**config.mk**
```make
export PLATFORM = sky130hd
export DESIGN_NAME = postfix_evaluator
export DESIGN_NICKNAME = d
export VERILOG_FILES = /design/src/rtl/eval_pkg.sv /design/src/rtl/eval_stack.sv /design/src/rtl/postfix_evaluator.sv
export SDC_FILE = /design/constraint.sdc
export NUM_CORES = 1
export LEC_CHECK = 0
export ABC_AREA = 1
export CAP_MARGIN = 40
export CORE_MARGIN = 1
export CORE_UTILIZATION = 45
export DETAILED_ROUTE_END_ITERATION = 10
export GPL_TIMING_DRIVEN = 0
export HOLD_SLACK_MARGIN = 0.15
export SYNTH_ARGS = -nofsm -noshare
export SYNTH_HDL_FRONTEND = slang
export SYNTH_SLANG_ARGS = --single-unit
```
**constraint.sdc**
```tcl
create_clock -name clk -period 7.8 [get_ports clk]
set_input_delay 0.78 -clock clk [delete_from_list [all_inputs] [get_ports clk]]
set_output_delay 0.78 -clock clk [all_outputs]
set_load 0.02 [all_outputs]
```
**src/rtl/eval_pkg.sv**
```systemverilog
// Shared constants and types for the postfix evaluator: character codes,
// result status codes, FSM states and the latched operator.
package eval_pkg;

  localparam logic [7:0] CH_NUL   = 8'd0;
  localparam logic [7:0] CH_PLUS  = 8'd43;
  localparam logic [7:0] CH_MINUS = 8'd45;
  localparam logic [7:0] CH_MUL   = 8'd42;
  localparam logic [7:0] CH_ZERO  = 8'd48;
  localparam logic [7:0] CH_NINE  = 8'd57;

  localparam logic [1:0] ERR_OK    = 2'd0;
  localparam logic [1:0] ERR_UNDER = 2'd1;
  localparam logic [1:0] ERR_OVER  = 2'd2;
  localparam logic [1:0] ERR_BAD   = 2'd3;

  typedef enum logic [1:0] {RUN, EXEC, DONE} state_t;
  typedef enum logic [1:0] {OP_ADD, OP_SUB, OP_MUL} op_t;

  function automatic logic is_digit(input logic [7:0] c);
    return (c >= CH_ZERO) && (c <= CH_NINE);
  endfunction

endpackage

```
**src/rtl/eval_stack.sv**
```systemverilog
// Register-based operand LIFO: push at sp, or replace the top two entries
// with one result (write at sp-2, sp-1). Only sp is reset; contents persist.
module eval_stack #(
  parameter int DEPTH = 16,
  parameter int WIDTH = 16,
  parameter int SPW   = $clog2(DEPTH + 1)
) (
  input  logic             clk,
  input  logic             rst,
  input  logic             push,
  input  logic [WIDTH-1:0] push_data,
  input  logic             wr2,
  input  logic [WIDTH-1:0] wr2_data,
  input  logic             clr,
  output logic [SPW-1:0]   sp,
  output logic [WIDTH-1:0] top,
  output logic [WIDTH-1:0] nxt
);
  localparam int AW = $clog2(DEPTH);

  logic [WIDTH-1:0] mem [DEPTH];
  logic [SPW-1:0]   sp_reg;
  logic [AW-1:0]    push_idx, top_idx, nxt_idx;

  // Indices wrap when sp is too small; the controller never uses those reads.
  assign push_idx = AW'(sp_reg);
  assign top_idx  = AW'(sp_reg - SPW'(1));
  assign nxt_idx  = AW'(sp_reg - SPW'(2));

  assign sp  = sp_reg;
  assign top = mem[top_idx];
  assign nxt = mem[nxt_idx];

  always_ff @(posedge clk) begin
    if (push)
      mem[push_idx] <= push_data;
    else if (wr2)
      mem[nxt_idx] <= wr2_data;
  end

  always_ff @(posedge clk or posedge rst) begin
    if (rst)
      sp_reg <= '0;
    else if (clr)
      sp_reg <= '0;
    else if (push)
      sp_reg <= sp_reg + SPW'(1);
    else if (wr2)
      sp_reg <= sp_reg - SPW'(1);
  end

endmodule

```
**src/rtl/postfix_evaluator.sv**
```systemverilog
// Streaming postfix (RPN) evaluator over single decimal digits with + - *,
// terminated by NUL; one result/status per expression with a ready handshake.
module postfix_evaluator
  import eval_pkg::*;
#(
  parameter int DEPTH = 16,
  parameter int WIDTH = 16
) (
  input  logic             clk,
  input  logic             rst,
  input  logic             in_valid,
  input  logic [7:0]       in_char,
  output logic             in_ready,
  output logic             res_valid,
  output logic [WIDTH-1:0] res_data,
  output logic [1:0]       res_err,
  input  logic             res_ready
);
  localparam int SPW = $clog2(DEPTH + 1);

  state_t           state;
  op_t              op_reg;
  logic [SPW-1:0]   sp;
  logic [WIDTH-1:0] top, nxt, alu, digit_val;
  logic [7:0]       digit_off;
  logic             accept, push, wr2, clr;
  logic             term, go_exec;
  logic [1:0]       term_err;
  op_t              op_next;

  assign in_ready  = (state == RUN);
  assign res_valid = (state == DONE);
  assign accept    = in_valid && (state == RUN);

  assign digit_off = in_char - CH_ZERO;
  assign digit_val = WIDTH'(digit_off);

  // Classify the offered character; only acted upon when accept is high.
  always_comb begin
    term     = 1'b0;
    term_err = ERR_OK;
    go_exec  = 1'b0;
    op_next  = OP_ADD;
    if (is_digit(in_char)) begin
      if (sp == SPW'(DEPTH)) begin
        term     = 1'b1;
        term_err = ERR_OVER;
      end
    end else if (in_char == CH_PLUS || in_char == CH_MINUS || in_char == CH_MUL) begin
      op_next = (in_char == CH_PLUS)  ? OP_ADD :
                (in_char == CH_MINUS) ? OP_SUB : OP_MUL;
      if (sp >= SPW'(2)) begin
        go_exec = 1'b1;
      end else begin
        term     = 1'b1;
        term_err = ERR_UNDER;
      end
    end else if (in_char == CH_NUL) begin
      term     = 1'b1;
      term_err = (sp == SPW'(1)) ? ERR_OK :
                 (sp == '0)      ? ERR_UNDER : ERR_BAD;
    end else begin
      term     = 1'b1;
      term_err = ERR_BAD;
    end
  end

  always_comb begin
    case (op_reg)
      OP_ADD:  alu = nxt + top;
      OP_SUB:  alu = nxt - top;
      default: alu = nxt * top;
    endcase
  end

  assign push = accept && is_digit(in_char) && !term;
  assign wr2  = (state == EXEC);
  assign clr  = (state == DONE) && res_ready;

  eval_stack #(.DEPTH(DEPTH), .WIDTH(WIDTH), .SPW(SPW)) u_stack (
    .clk       (clk),
    .rst       (rst),
    .push      (push),
    .push_data (digit_val),
    .wr2       (wr2),
    .wr2_data  (alu),
    .clr       (clr),
    .sp        (sp),
    .top       (top),
    .nxt       (nxt)
  );

  always_ff @(posedge clk or posedge rst) begin
    if (rst) begin
      state    <= RUN;
      op_reg   <= OP_ADD;
      res_data <= '0;
      res_err  <= ERR_OK;
    end else begin
      case (state)
        RUN: begin
          if (accept && term) begin
            res_data <= (term_err == ERR_OK) ? top : '0;
            res_err  <= term_err;
            state    <= DONE;
          end else if (accept && go_exec) begin
            op_reg <= op_next;
            state  <= EXEC;
          end
        end
        EXEC:    state <= RUN;
        DONE:    if (res_ready) state <= RUN;
        default: state <= RUN;
      endcase
    end
  end

endmodule

```
Word-level counts from Yosys, hierarchy flattened
Memories as Yosys holds them, arrays and structs flattened.
Index checks and enable logic that the tools add are counted.
{"block": "op_classes", "bitwise_logic": 1, "mux": 35, "eq_ne": 10, "n_mul": 1, "reduce_logical": 20, "n_addsub": 6, "n_lt_le_gt_ge": 3}
{"cell": "two-way mux 16 bit", "count": 2}
{"cell": "one-hot mux 16 bit (2 select lines)", "count": 1}
{"cell": "two-way mux 2 bit", "count": 13}
{"cell": "== test 8 x 6 -> 1 bit (second input constant)", "count": 3}
{"cell": "adder 16 bit", "count": 1}
{"cell": "multiplier 16 x 16 -> 16 bit", "count": 1}
{"cell": "OR reduction 16 bit", "count": 1}
{"cell": "subtractor 16 bit", "count": 1}
{"cell": "two-way mux 5 bit", "count": 3}
{"cell": "two-way mux 1 bit", "count": 14}
{"cell": "greater-or-equal comparator 8 x 6 -> 1 bit (second input constant)", "count": 1}
{"cell": "less-or-equal comparator 8 x 6 -> 1 bit (second input constant)", "count": 1}
{"cell": "logical NOT 8 bit", "count": 1}
{"cell": "subtractor 8 x 6 -> 8 bit (second input constant)", "count": 1}
{"cell": "logical AND 1 bit", "count": 7}
{"cell": "logical NOT 2 bit", "count": 3}
{"cell": "adder 5 x 1 -> 5 bit (second input constant)", "count": 1}
{"cell": "== test 5 x 1 -> 1 bit (second input constant)", "count": 1}
{"cell": "== test 5 bit (second input constant)", "count": 1}
{"cell": "greater-or-equal comparator 5 x 2 -> 1 bit (second input constant)", "count": 1}
{"cell": "logical NOT 5 bit", "count": 1}
{"cell": "subtractor 5 x 1 -> 5 bit (second input constant)", "count": 1}
{"cell": "== test 2 x 1 -> 1 bit (second input constant)", "count": 2}
{"cell": "two-way mux 4 bit", "count": 1}
{"cell": "other kinds (11)", "count": 13}
{"block": "word_totals", "out_inout_bits": 20, "regBits": 27, "inputBits": 12, "word_cells": 82, "n_memories": 1, "ramBits": 256}
{"name": "u_stack.mem", "depth": 16, "word_bits": 16, "rd": 2, "rd_clocked_by_memory_dff": 0, "wr": 1, "line_no": "eval_stack.sv:21", "rtl": "logic [WIDTH-1:0] mem [DEPTH];"}

Longest topological paths before layout
Gate-level depths: netlist of run 1.
{"block": "depth", "ltp_word": 11, "ltp_mapped": 44, "depth_no_buf": 38}

By module
Synthesis of run 1 repeated with hierarchy kept, for this count alone.
{"block": "hier_totals", "cells_unflattened": 2755, "hier_area_um2": 20986.4}
{"module": "eval_stack", "seq_area_each_um2": 7812.5, "area_each_um2": 14331.2, "n_inst": 1, "cells_each": 1752}
{"module": "postfix_evaluator", "seq_area_each_um2": 550.5, "area_each_um2": 6655.1, "n_inst": 1, "cells_each": 1003}

Least setup slack after synthesis of run 1
Ideal clock, no wire load.
{"block": "synth_path", "path_type": "register -> register", "startpoint": "reg u_stack.sp_reg[1], in the netlist u_stack.sp[1]", "endpoint": "mem u_stack.mem[0][14], data pin", "period_less_slack_ps": 7608, "path_stages_with_launch": 40, "slack_ps": 192, "t_arrival_ps": 7317, "required_ps": 7509, "n_path_buf": 6, "setup_ps": 291, "cell_sequence": "dfrtp_1 buf_2 inv_2 buf_2 buf_2 ha_1 buf_2 inv_2 buf_2 nor2_1 nand2_1 nand3_1 nand3_1 nand2_2 inv_1 clkbuf_1 nor2_1 fa_1 (+4 left out) fa_1 fa_1 inv_1 fa_1 inv_1 ha_1 a21oi_1 o21ai_0 a21oi_1 nor2_1 nor2_1 o21bai_1 nand2_1 a21oi_1 or2_2 a21oi_1 o21ai_0 a21oi_1"}
{"block": "synth_via", "elab_chain_len": 10, "word_cells_on_any_way": 19, "classes_between": "add/sub: 4; mul: 1; order compare: 1; eq/ne: 1; mux: 8; reduce/logical: 3; memory: 1"}
{"element": "start, declared", "line_no": "eval_stack.sv:22", "rtl": "logic [SPW-1:0] sp_reg;"}
{"element": "start signal, assigned", "line_no": "eval_stack.sv:47", "rtl": "sp_reg <= sp_reg + SPW'(1);"}
{"element": "start signal, assigned", "line_no": "eval_stack.sv:49", "rtl": "sp_reg <= sp_reg - SPW'(1);"}
{"element": "parallel branches: the longest is 9 deep, another holds memory (16 x 16 bit)"}
{"element": "two-way mux 16 bit (no line) *"}
{"element": "end, declared", "line_no": "eval_stack.sv:21"}
Mark *: on every way between the ends.

Worst setup path after layout of run 1
{"block": "layout_path", "startpoint": "reg u_stack.sp_reg[1], in the netlist u_stack.sp[1]", "endpoint": "mem u_stack.mem[6][15], data pin"}
The elaborated chain is that of the path after synthesis.

==> results.md, run 1 <==
- Run status: complete, no violations
- Async set or reset register ratio after synthesis: 0.0954
- Yosys cell types: just under 50
- Total DRC errors in the routed layout: 0
- Seq/Total Area, Yosys: 0.424
- Number of flip-flops under the largest register name: approximately 260
- Post-Route WL: between 80 and 90 mm
- Post-layout min period: 7.59 ns
- Die area: ~45,000 µm²
- IO Pins: 32
- Clock-pin slew of the registers on the worst-case setup and hold paths: around 0.06 ns
- Count of filler cells inserted in the layout: between 4,000 and 5,000
- Number of failing hold endpoints at the final stage: 0
- Relative slew margins: 0.355
- Instance count of the mapped netlist: between 2,000 and 2,500
- Crit Path Class: register to register
- Worst Skew: between 0.02 and 0.025 ns
- Transition at the pin with the smallest max-transition slack: about 0.97 ns
- Final worst path period share: 0.973
- Wire length per cell: ~26 µm
- Setup violators final: 0
- Setup crit end kind: register
- Synthesized netlist net count: about 2,500
- Worst endpoint data arrival time: about 8 ns
- Maximum number of pins on one net before global-route repair: 30
- Maximum net fanout on the critical path: 18
- Setup Total Neg Slack: 0 ns
- Number of sinks handled by clock tree synthesis: 283
- Max-cap violations: 0
- Maximum frequency from static timing analysis: about 0.13 GHz
- Post-synth EDFFs: 256
- Core Area: ~43,000 µm²
- Cell row count: 76
- Pins Over Slew Limit: 0
- Vias per cell: roughly 6.1
- Overall fraction of global-route tracks in use: 0.363
- Estimated wirelength of the detail-placed design: roughly 58 mm
- Number of global-route vias before repair: around 17,000
- Largest stage delay, worst path: around 0.56 ns
- Number of cells on the worst hold path: 2
- Register bit total from synthesis: around 280
- Dominant cell by count in the synthesized netlist: sky130_fd_sc_hd__nand2_1
- Most frequent cell on the critical path: sky130_fd_sc_hd__fa_1
- Grt ovf: 0
- Remaining antenna violation count: 0
- Share of the synthesized area in the top cell type: 0.390
- Cells taking the most area after synthesis: sky130_fd_sc_hd__edfxtp_1 39%, sky130_fd_sc_hd__nand2_1 10%, sky130_fd_sc_hd__fa_1 8.2%
- Number of cells on the worst reg-to-reg path: 35
- Number of buffer cells added on primary ports: 31
- Cts bufs inserted: 34
- Starting DRT DRC Count: between 2,000 and 3,000
- Total number of vias: ~19,000
- Total of hold buffers inserted after clock tree synthesis: 0
- Global-route wire length before repair: approximately 120 mm
- Cell Area, Synth: approximately 20,000 µm²
- Most numerous cell types in the synthesized netlist: 551 x sky130_fd_sc_hd__nand2_1, 296 x sky130_fd_sc_hd__nand3_1, 256 x sky130_fd_sc_hd__edfxtp_1
- Clock latency reported for the late side of the worst-skew pair: ~0.55 ns
- CP Launch Type: register
- Clock tree from TritonCTS: built
- Number of antenna violations at the first check in global routing: 0
- Library cell with the largest summed area after synthesis: sky130_fd_sc_hd__edfxtp_1
- Die height: between 200 and 250 µm
- Yosys synthesis warning count: 0
- Highest-delay cell along the critical path: sky130_fd_sc_hd__fa_1
- Avg Cell Area, Syn: between 8 and 9 µm²
- 1st-pass router iterations: 8
- Diode count: 0
- Classification of the worst-slack hold path: register to register
- Final #Nets: 2,636
- Area added between synthesis and finish: 19.3%
- Root Buffer: sky130_fd_sc_hd__clkbuf_16
- X dimension of the die: 211 µm
- Worst endpoint required time: approximately 8.1 ns
- Number of buffers between clock root and the deepest sink: 3
- Fraction of final layout cells with drive strength greater than 1: 0.143
- Most used DFF post-synth: sky130_fd_sc_hd__edfxtp_1
- Effective utilization at floorplan: 0.457
- Global placer's final weighted congestion: just under 1
- Deepest level of the CTS H-tree: 2
## final cells by class
cell class                      instances  area (µm²)  area share
Sequential cell                       283        8360       0.356
Buffer                                113         926      0.0394
Clock buffer                           42         943      0.0401
Inverter                              272        1080      0.0460
Clock inverter                         18         203     0.00862
Timing Repair Buffer                  113        1300      0.0553
Tap cell                              585         732      0.0311
Multi-Input combinational cell       1650        9970       0.424
## timing repair
action / 4_1_cts / 5_1_grt
gates resized for setup: 97 / 73
pin swaps: 10 / 27
setup endpoints to repair: 160 / 80
setup buffers: 23 / 18
gates cloned: 1 / 4
## critical path: cells and delay by family (launching register included)
kind	cells	cell delay, ns
fa+ha+maj	8	3.65
buf+inv	12	1.62
simple gates	13	1.30
flops	1	0.39
compound gates	1	0.17
xor+xnor	1	0.17
## per-stage QoR
step	instances	worst slack (ns)	hold slack [ns]	instance area, µm²	util
6_report	3076	0.208	0.482	23500	0.545
5_1_grt	3076	-0.0246	0.501	23500	0.545
4_1_cts	3055	-0.00409	0.486	23000	0.534
3_5_place_dp	2973	-1.84	0.472	21400	0.496
3_3_place_gp	2938	-2.68	0.467	20800	0.481
2_1_floorplan	2322	0.192	0.453	19700	-
## placed cells by master (no fill, tap or decap), drive strengths merged, types with 2 or more instances in the layout
cell	instances
fa	81
a21oi	148
dfrtp	27
clkbuf	64
o2111ai	3
ha	76
inv	266
clkinvlp	4
nor4	2
o21bai	3
o31ai	3
a211oi	4
nand4	2
o22ai	2
buf	173
clkinv	16
a22oi	8
nor2	197
edfxtp	256
nand3b	2
o21ai	161
or2	4
o211ai	30
a31oi	14
nand3	296
xnor2	11
nor3	4
nand2	570
bufinv	4
xor2	22
clkdlybuf4s50	31
## kinds of logic (layout without fill, tap and decap cells)
family / after synthesis / in the layout / share of synthesized area
AO/OA/AOI/OAI: 382 / 382 / 0.107
XOR/XNOR: 33 / 33 / 0.0175
buffers and inverters: 389 / 558 / 0.0912
adder cells (fa/ha/maj): 157 / 157 / 0.130
AND/OR/NAND/NOR: 1078 / 1078 / 0.230
flip-flops: 283 / 283 / 0.424
## metal layers
metal  vias up  track usage  part of all wire
li1       8045            -                 -
met1      8931        0.475              0.37
met2      1353        0.553              0.43
met3       355       0.0927              0.14
met4         0        0.191             0.066
met5         -            0                 0
## final timing paths
| kind | slack, ns | endpoint | start |
|---|---|---|---|
| min reg2reg | 0.48 | res_data[6] | res_data[6] |
| max in group asynchronous | 6.77 | res_data[9] | rst |
| min | 0.48 | res_data[6] | res_data[6] |
| min in group asynchronous | 0.55 | u_stack.sp[2] | rst |
| max reg2reg | 0.21 | u_stack.mem[6][15] | u_stack.sp[1] |
| max | 0.21 | u_stack.mem[6][15] | u_stack.sp[1] |
Power of run 1 is not shown: default switching activity piles up to over one toggle a cycle in this logic, so the estimate is an artifact.
==> run 2, diff against run 1 <==
--- a/config.mk
+++ b/config.mk
@@ -12,6 +12,7 @@
 export DETAILED_ROUTE_END_ITERATION = 10
 export GPL_TIMING_DRIVEN = 0
 export HOLD_SLACK_MARGIN = 0.15
+export SKIP_LAST_GASP = 1
 export SYNTH_ARGS = -nofsm -noshare
 export SYNTH_HDL_FRONTEND = slang
 export SYNTH_SLANG_ARGS = --single-unit
==> results of run 2 <==
Final layout, timing and power as in run 1 (identical DEF).
Power of run 2 is left out for the same reason.
==> variant (flow settings as in run 1) <==
`WIDTH` is set to 16 in 2 places; all go to 20.
--- a/src/rtl/eval_stack.sv
+++ b/src/rtl/eval_stack.sv
@@ -2,7 +2,7 @@
 // with one result (write at sp-2, sp-1). Only sp is reset; contents persist.
 module eval_stack #(
   parameter int DEPTH = 16,
-  parameter int WIDTH = 16,
+  parameter int WIDTH = 20,
   parameter int SPW   = $clog2(DEPTH + 1)
 ) (
   input  logic             clk,
--- a/src/rtl/postfix_evaluator.sv
+++ b/src/rtl/postfix_evaluator.sv
@@ -4,7 +4,7 @@
   import eval_pkg::*;
 #(
   parameter int DEPTH = 16,
-  parameter int WIDTH = 16
+  parameter int WIDTH = 20
 ) (
   input  logic             clk,
   input  logic             rst,
Ports: changed (resized res_data); port bits go from 32 to 36. The function was not compared with the original's and may differ.
==> variant against run 1 <==
The run now ends with negative setup slack left. Sequential cell count grew 68. Non-clock buffer count grew 137. Clock skew shrank 0.0034 ns. Design area grew 36%. Routed wire length grew 45%. Global-route usage grew 3.8 points. Synthesized area grew 30%. Sequential share of layout area shrank 3.0 points. Largest cell class unchanged. Worst setup slack lost 0.89 ns. Critical endpoint is now u_stack.mem[6][19].
Power is left out: the tool's default activity adds up to more than one toggle a clock period on the data nets, which glitch-free logic cannot reach.
==> variant: results <==
[place]
dp_hpwl_um = 81170
routabilityCongestion = 0.9882
io_buffers = 35

[synth]
ys_types = 53
yosysSeqAreaShare = 0.4039
synth_fp_nets = 3296
synth-async-reset-ratio = 0.08832
synth_edf_count = 320
netlist_top_cells_count = nand2_1, nand3_1, inv_1
synth_area_leaders = edfxtp_1, fa_1, nand2_1

[final_layout]
largest_register_ffs = 320
num-fill-cells = 5033
drive_above_1_share = 0.1845
nets = 3537

[detailed_routing]
drt_first_pass_iters = 6
first_iter_violations = 3830
drt-total-wl_um = 117900
via_per_inst = 6.212

[timing]
worst_pin_slew_ns = 1.083
setup_violations = 125
fin_skew_ns = 0.01958
worst_slack_ns = -0.6803
setup_tns_ns = -36.46
fin_hold_ws_ns = 0.4781

[global_route]
antenna_found_initial = 2
grt_pass1_wl_um = 163400
grt_usage = 0.4006
grt_max_degree = 18
grt_pass1_vias = 23860

[status]
outcome = finished, violations left
violations = negative setup slack

[min_path]
min_to = res_data[12]
hp-start = res_data[12]

[worst_setup_path]
slowest_delay_ns = 0.53
rr_startpoint = u_stack.sp[0]
crit_path_max_fanout = 16
reg2reg_to = u_stack.mem[6][19]
r2r_cells = 39

[cts]
clock_latency_ns = 0.58
numCtsBuffers = 41
[variant: cell count changes in the layout (fill, tap and decap cells not counted), moves of 22 or more]
cell	delta
o211ai_1	+34
buf_4	+57
nand3_1	+110
o31ai_1	+26
nor2_1	+38
inv_1	+83
fa_1	+55
edfxtp_1	+64
nand2_1	+151
buf_12	+27
o21ai_0	-22
buf_6	+25
[variant: final cells by class]
cell class	instances	area (um^2)	area share
diodes	5	12.51	0.0003916
plain buffers	163	1506	0.04715
inverters	377	1538	0.04813
repair buffers	200	2161	0.06764
flip-flops and latches	351	10390	0.3251
clock buffers	53	1091	0.03415
well taps	756	945.9	0.02961
clock inverters	20	256.5	0.008029
multi-input cells	2153	14050	0.4398
[variant: stage by stage]
step | setup slack, ns | cell area, um^2 | std cells
6_report | -0.6803 | 31950 | 4078
3_3_place_gp | -2.971 | 27120 | 3837
5_1_grt | -0.7862 | 31930 | 4073
2_1_floorplan | 0.02551 | 25830 | 3046
3_5_place_dp | -2.547 | 27920 | 3878
4_1_cts | -0.5857 | 30870 | 4020
[variant: critical path: cells and delay by family (launching register included)]
family	cells	cell delay, ns
flops	1	0.45
xor+xnor	1	0.22
simple gates	12	1.64
buf+inv	15	1.67
fa+ha+maj	9	4.03
compound gates	2	0.14
[variant: timing repair]
item                       4_1_cts  5_1_grt
gates cloned                     2        8
setup endpoints to repair      240      192
hold buffers                     0        0
pin swaps                       49       70
resized for setup              253      182
buffers inserted                68       48
[variant: how the worst max path moves through the flow]
stage / slack, ns / end / start
floorplan: 0.03 / u_stack.mem[0][18] / u_stack.sp[1]
global placement: -2.97 / u_stack.mem[12][9] / u_stack.sp[1]
detailed placement: -2.55 / u_stack.mem[4][19] / u_stack.sp[1]
CTS: -0.59 / u_stack.mem[6][19] / u_stack.sp[1]
global route: -0.79 / u_stack.mem[4][19] / u_stack.sp[0]
finish: -0.68 / u_stack.mem[6][19] / u_stack.sp[0]
[variant: cells by family (layout without fill, tap and decap cells)]
| logic type | count (synthesis) | in the layout | synth area share |
|---|---|---|---|
| AO/OA/AOI/OAI | 430 | 430 | 0.09596 |
| other | 0 | 5 | 0 |
| XOR/XNOR | 36 | 36 | 0.01285 |
| AND/OR/NAND/NOR | 1449 | 1449 | 0.2385 |
| flip-flops | 351 | 351 | 0.4039 |
| adder cells (fa/ha/maj) | 238 | 238 | 0.1561 |
| buffers and inverters | 542 | 813 | 0.09265 |
[variant: layer usage]
metal / up-vias / share of wire / global-route usage
met5: - / 0 / 0
met4: 0 / 0.088 / 0.2931
li1: 10599 / - / -
met2: 2053 / 0.44 / 0.6216
met3: 590 / 0.13 / 0.09505
met1: 12091 / 0.34 / 0.4875
